`src/rtl/pipe_hazard_ctrl.sv`:
```
// pipe_hazard_ctrl: sequencing controller for the 5-stage pipeline.
// Drives load enables and bubble flushes for the PC, IF/ID, ID/EX and EX/MEM
// registers. It resolves three hazards: data-memory wait states, taken
// redirects resolved in EX, and load-use dependencies. It also keeps a
// memory-timeout watchdog and saturating stall/flush counters.
//
// Ports
//   clock, reset         core clock (rising edge), async active-low reset
//   ID_rs/ID_rt/ID_uses_rt       source operands of the ID instruction
//   EX_RegWrite/EX_MemtoReg/EX_WriteReg/EX_PCSrc  EX instruction info
//   ME_MemWrite/ME_MemtoReg      ME instruction memory access kind
//   dmem_ready           data memory completes the access this cycle
//   dmem_req             data memory access request
//   PC_en..EXME_en       pipeline register load enables
//   IFID_flush/IDEX_flush  load a bubble instead of data
//   mem_err              sticky memory-timeout flag
//   wait_state           controller is in MEM_WAIT
//   stall_cycles         saturating count of cycles with PC_en low
//   flush_count          saturating count of applied redirects
module pipe_hazard_ctrl #(
  parameter int unsigned TIMEOUT = 16,
  parameter int unsigned CNT_W   = 16
) (
  input  logic             clock,
  input  logic             reset,
  input  logic [4:0]       ID_rs,
  input  logic [4:0]       ID_rt,
  input  logic             ID_uses_rt,
  input  logic             EX_RegWrite,
  input  logic             EX_MemtoReg,
  input  logic [4:0]       EX_WriteReg,
  input  logic [2:0]       EX_PCSrc,
  input  logic             ME_MemWrite,
  input  logic             ME_MemtoReg,
  input  logic             dmem_ready,
  output logic             dmem_req,
  output logic             PC_en,
  output logic             IFID_en,
  output logic             IDEX_en,
  output logic             EXME_en,
  output logic             IFID_flush,
  output logic             IDEX_flush,
  output logic             mem_err,
  output logic             wait_state,
  output logic [CNT_W-1:0] stall_cycles,
  output logic [7:0]       flush_count
);

  localparam int unsigned WCNT_W = 8;
  localparam int unsigned FCNT_W = 8;

  localparam logic [0:0] RUN      = 1'b0;
  localparam logic [0:0] MEM_WAIT = 1'b1;

  localparam logic [WCNT_W-1:0] WCNT_LIMIT = WCNT_W'(TIMEOUT);
  localparam logic [CNT_W-1:0]  STALL_MAX  = '1;
  localparam logic [FCNT_W-1:0] FLUSH_MAX  = '1;

  logic [0:0]        state_q, state_d;
  logic [WCNT_W-1:0] wcnt_q, wcnt_d;
  logic              mem_err_q, mem_err_d;
  logic [CNT_W-1:0]  stall_q, stall_d;
  logic [FCNT_W-1:0] flush_q, flush_d;

  logic me_acc;
  logic lu;
  logic redir;
  logic redir_take;

  // Hazard detection on the current ID/EX/ME contents.
  assign me_acc = ME_MemWrite | ME_MemtoReg;
  assign lu     = EX_MemtoReg & EX_RegWrite & (EX_WriteReg != 5'd0) &
                  ((EX_WriteReg == ID_rs) | (ID_uses_rt & (EX_WriteReg == ID_rt)));
  assign redir  = (EX_PCSrc != 3'd0);

  // State register and watchdog/counter state.
  always_ff @(posedge clock or negedge reset) begin
    if (!reset) begin
      state_q   <= RUN;
      wcnt_q    <= '0;
      mem_err_q <= 1'b0;
      stall_q   <= '0;
      flush_q   <= '0;
    end else begin
      state_q   <= state_d;
      wcnt_q    <= wcnt_d;
      mem_err_q <= mem_err_d;
      stall_q   <= stall_d;
      flush_q   <= flush_d;
    end
  end

  // Next-state and pipeline control decode.
  always_comb begin
    logic eval;
    state_d    = state_q;
    wcnt_d     = wcnt_q;
    mem_err_d  = mem_err_q;
    dmem_req   = 1'b0;
    PC_en      = 1'b0;
    IFID_en    = 1'b0;
    IDEX_en    = 1'b0;
    EXME_en    = 1'b0;
    IFID_flush = 1'b0;
    IDEX_flush = 1'b0;
    redir_take = 1'b0;
    eval       = 1'b0;

    case (state_q)
      RUN: begin
        dmem_req = me_acc;
        if (me_acc && !dmem_ready) begin
          state_d = MEM_WAIT;
          wcnt_d  = WCNT_W'(1);
        end else begin
          eval = 1'b1;
        end
      end
      MEM_WAIT: begin
        dmem_req = 1'b1;
        if (!dmem_ready && (wcnt_q < WCNT_LIMIT)) begin
          wcnt_d = wcnt_q + WCNT_W'(1);
        end else begin
          // Release: the deferred redirect/load-use is evaluated now.
          eval    = 1'b1;
          state_d = RUN;
          wcnt_d  = '0;
          if (!dmem_ready) begin
            mem_err_d = 1'b1;
          end
        end
      end
      default: begin
        state_d = RUN;
        wcnt_d  = '0;
      end
    endcase

    // Hazard priority once no memory stall applies: redirect, load-use, normal.
    if (eval) begin
      if (redir) begin
        PC_en      = 1'b1;
        IFID_en    = 1'b1;
        IDEX_en    = 1'b1;
        EXME_en    = 1'b1;
        IFID_flush = 1'b1;
        IDEX_flush = 1'b1;
        redir_take = 1'b1;
      end else if (lu) begin
        IDEX_en    = 1'b1;
        IDEX_flush = 1'b1;
        EXME_en    = 1'b1;
      end else begin
        PC_en      = 1'b1;
        IFID_en    = 1'b1;
        IDEX_en    = 1'b1;
        EXME_en    = 1'b1;
      end
    end

    // Controls are quiet while reset is held.
    if (!reset) begin
      dmem_req   = 1'b0;
      PC_en      = 1'b0;
      IFID_en    = 1'b0;
      IDEX_en    = 1'b0;
      EXME_en    = 1'b0;
      IFID_flush = 1'b0;
      IDEX_flush = 1'b0;
      redir_take = 1'b0;
    end
  end

  // Saturating performance counters.
  always_comb begin
    stall_d = stall_q;
    flush_d = flush_q;
    if (!PC_en && (stall_q != STALL_MAX)) begin
      stall_d = stall_q + CNT_W'(1);
    end
    if (redir_take && (flush_q != FLUSH_MAX)) begin
      flush_d = flush_q + FCNT_W'(1);
    end
  end

  assign wait_state   = (state_q == MEM_WAIT);
  assign mem_err      = mem_err_q;
  assign stall_cycles = stall_q;
  assign flush_count  = flush_q;

endmodule

```
`config.mk`:
```
export PLATFORM = sky130hd
export DESIGN_NAME = pipe_hazard_ctrl
export DESIGN_NICKNAME = d
export VERILOG_FILES = /design/src/rtl/pipe_hazard_ctrl.sv
export SDC_FILE = /design/constraint.sdc
export NUM_CORES = 1
export LEC_CHECK = 0
export CAP_MARGIN = 20
export CORE_MARGIN = 2
export CORE_UTILIZATION = 65
export DETAILED_ROUTE_END_ITERATION = 10
export DONT_BUFFER_PORTS = 1
export PLACE_DENSITY = 0.82
export SLEW_MARGIN = 10
export SYNTH_ARGS = -nofsm -noshare
export SYNTH_HDL_FRONTEND = slang
export SYNTH_SLANG_ARGS = --single-unit
```
`constraint.sdc`:
```
create_clock -name clock -period 5.3 [get_ports clock]
set_input_delay 1.06 -clock clock [delete_from_list [all_inputs] [get_ports clock]]
set_output_delay 1.06 -clock clock [all_outputs]
set_load 0.03 [all_outputs]
```
==> run_results.csv <==
group,metric,value,unit
detailed_routing,vias,1201,
grt,gr-total-overflow,0,
placement,place_inst,183,
floorplanning,fp.dieH,56.0,um
critical_path,crit_chain,"xnor2_1 -> nand4_1 -> o22ai_1 -> nand2_1 -> o21ai_0",
logic_synthesis,synthDistinctLibCells,40,
sta,report.final.slew_viol_count,0,
detailed_routing,vias_per_cell,6.29,
finish,flow.area_growth_from_synthesis,4.07,%
grt,first_global_vias,1220,
clock_network,cts.reportedPaths.clkPinSlew,0.10,ns
clock_network,clkSinkCount,34,
floorplanning,die_width,56.0,um
finish,layout_common_cells,"sky130_fd_sc_hd__dfrtp_1 (34), sky130_fd_sc_hd__xnor2_1 (24), sky130_fd_sc_hd__nand2_1 (13)",
detailed_routing,detail_route.wirelength,3.24,mm
status,run_status,"finished, final reports clean",
logic_synthesis,post_synth_instance_area,0.00175,mm2
finish,antenna_cells_inserted,0,
critical_path,setup.reg_to_reg.worst_slack,2.89,ns
clock_network,clk-insertion-delay-late,0.32,ns
pwr,power.density,429,mW/mm2
sta,unrepaired_setup_endpoints_after_global_routing,"false",
floorplanning,die-area,0.00313,mm2
critical_path,maximum_fanout_along_the_worst_path,3,
critical_path,cpPeakStageDelay,0.73,ns
finish,finish.net_count,189,
critical_path,worst_path_max_delay_cell,"sky130_fd_sc_hd__o21ai_0",
detailed_routing,drc,0,
pwr,p_leak,0.806,nW
placement,place_hpwl,2.42,mm
logic_synthesis,muxShareOfSynthArea,0.0128,
critical_path,timing.critical_path.arrival,2.39,ns
critical_path,timing.setup.critical_path_class,"primary input to primary output",
logic_synthesis,synth.yosys.seq_area_share,0.485,
logic_synthesis,synthesized_area_fraction_occupied_by_xor_and_xnor_cells,0.160,
sta,max-slew-margin-rel,0.379,
critical_path,worst-endpoint-required,4.24,ns
logic_synthesis,synth_adder_area_share,0.0214,
pwr,ir_worst_vdd,0.000371,V
finish,layout.cells.most_common,"sky130_fd_sc_hd__dfrtp_1",
clock_network,post-cts-setup-buffers,0,
sta,worst_clock_skew,0.0114,ns
clock_network,clock_tree_from_tritoncts,"built",
logic_synthesis,main_combinational_cell_family_by_area_after_synthesis,"simple AND/OR/NAND/NOR gates",
sta,timing.final.setup_violations,0,
sta,period_share,0.651,
flow_run,timing.max_cap.violations,0,
finish,post_layout_nonfiller_instances,191,
logic_synthesis,synth_largest_type_area_fraction,0.485,
grt,antenna_violations_before_repair,0,
floorplanning,core-area,0.00252,mm2
logic_synthesis,synth_simple_gate_area_frac,0.191,
floorplanning,io_pins,59,
finish,layout.filler_cells,189,
critical_path,timing.critical_path.from_type,"primary input",
floorplanning,initial_utilization,0.695,
logic_synthesis,synth_enable_flop_cells,0,
detailed_routing,drt-pass1-iter-count,4,
logic_synthesis,post-synth-top-area-cell,"sky130_fd_sc_hd__dfrtp_1",
floorplanning,placement_rows,18,
grt,largest_net_degree_at_the_start_of_global_routing,38,
sta,maximum_operating_frequency,290,MHz
logic_synthesis,yosysWarningCount,0,
clock_network,ctsHtreeMaxLevel,2,
sta,period_minus_slack,3.45,ns
sta,setup_tns,0,ns
placement,place_congestion,0.811,
clock_network,cts_root_buf,"sky130_fd_sc_hd__clkbuf_4",
grt,grtUsageTotal,0.232,
detailed_routing,route.antenna.remaining_nets,0,
logic_synthesis,synthesis.nets,185,
clock_network,cts-hold-fix-buffers,0,
logic_synthesis,yosys_register_bits,34,
grt,grt_first_pass_wirelength,5.66,mm
sta,worst_pin_slew,0.922,ns
placement,port_buffers,0,
critical_path,critical_path.endpoint_type,"primary output",
logic_synthesis,syn-mean-instance-area,11.2,um2
logic_synthesis,synth_cells,156,
detailed_routing,drt_iter0_drc,60,
finish,drive_above_1_share,0.124,
logic_synthesis,async_flop_share,1.00,
logic_synthesis,ys.flop_type,"sky130_fd_sc_hd__dfrtp_1",
logic_synthesis,synth_compound_area_frac,0.106,
detailed_routing,wl_per_cell,17.0,um
clock_network,clk_path_buf_depth,2,
worst_hold_path,min-delay-path-class,"primary input to asynchronous set/reset pin",
sta,final-hold-violation-count,0,
clock_network,cts_buffers,5,
clock_network,cts_repair_resize_count,0,
logic_synthesis,synth_area_leaders,"sky130_fd_sc_hd__dfrtp_1 (49%), sky130_fd_sc_hd__xnor2_1 (12%), sky130_fd_sc_hd__xor2_1 (4.0%)",
synth_stat cells, types with 2 or more instances:
master / number
sky130_fd_sc_hd__nor3_2: 2
sky130_fd_sc_hd__o31a_1: 2
sky130_fd_sc_hd__xnor2_1: 24
sky130_fd_sc_hd__and4_1: 3
sky130_fd_sc_hd__o21ai_0: 5
sky130_fd_sc_hd__ha_1: 3
sky130_fd_sc_hd__nand4_1: 9
sky130_fd_sc_hd__dfrtp_1: 34
sky130_fd_sc_hd__buf_4: 2
sky130_fd_sc_hd__a21oi_1: 2
sky130_fd_sc_hd__xor2_1: 8
sky130_fd_sc_hd__a41oi_1: 2
sky130_fd_sc_hd__nand3_1: 5
sky130_fd_sc_hd__and2_1: 3
sky130_fd_sc_hd__nand2_1: 13
sky130_fd_sc_hd__nor2_1: 4
sky130_fd_sc_hd__and3_1: 10
sky130_fd_sc_hd__inv_1: 3
per-layer routing:
layer | GRT usage | vias to the layer above | wire, um
li1 | - | 566 | -
met1 | 0.300 | 580 | 1380
met2 | 0.349 | 48 | 1570
met3 | 0.0837 | 7 | 227
met4 | 0.109 | 0 | 66
met5 | 0 | - | 0
power by group:
| group | internal (W) | switching, W | leakage, nW |
|---|---|---|---|
| clock | 0.0000642 | 0.0000783 | 0.0353 |
| combinational | 0.0000720 | 0.0000841 | 0.330 |
| sequential | 0.000314 | 0.000171 | 0.441 |
per-stage QoR:
stage	area, um2	hold slack [ns]	setup WS (ns)	total power [W]	utilization
after floorplan	1750	0.469	1.84	0.000612	-
after global placement	1770	0.499	1.89	0.000637	0.700
after detailed placement	1770	0.506	1.84	0.000646	0.700
after CTS	1830	0.395	1.83	0.000793	0.724
after global routing	1830	0.385	1.75	0.000832	0.724
final	1830	0.415	1.85	0.000783	0.724
cell type report:
type / count / area [um2] / share of cell area
Sequential cell: 34 / 851 / 0.466
Clock buffer: 7 / 55.1 / 0.0302
Clock inverter: 1 / 5.00 / 0.00274
Multi-Input combinational cell: 115 / 862 / 0.472
Inverter: 4 / 15.0 / 0.00822
Tap cell: 30 / 37.5 / 0.0206
final timing paths:
check / startpoint / end / cells after the start
hold / removal: reset / stall_cycles[12] / 0
setup / recovery: EX_WriteReg[4] / IDEX_flush / 5
setup reg to reg: wcnt_q[4] / stall_cycles[3] / 7
hold reg to reg: wcnt_q[7] / wcnt_q[7] / 1
max in group asynchronous: reset / wcnt_q[0] / 0
min in group clock: wcnt_q[7] / wcnt_q[7] / 1
flip-flops by register name, summed over array words and instances, names as in the netlist:
register / count
wcnt_q: 8
stall_cycles: 16
wait_state: 1
flush_count: 8
mem_err: 1
critical path, delay by kind of cell:
family / cells / cell delay (ns)
AOI/OAI and AO/OA: 2 / 0.96
and+or+nand+nor: 2 / 0.19
xor gates and xnor gates: 1 / 0.18
cells by family after synthesis:
family	after synthesis
mux	2
xor+xnor	32
buf+inv	7
compound gates	23
simple gates	55
flops	34
fa+ha+maj	3
No activity file was read; power rests on OpenSTA's default activity.
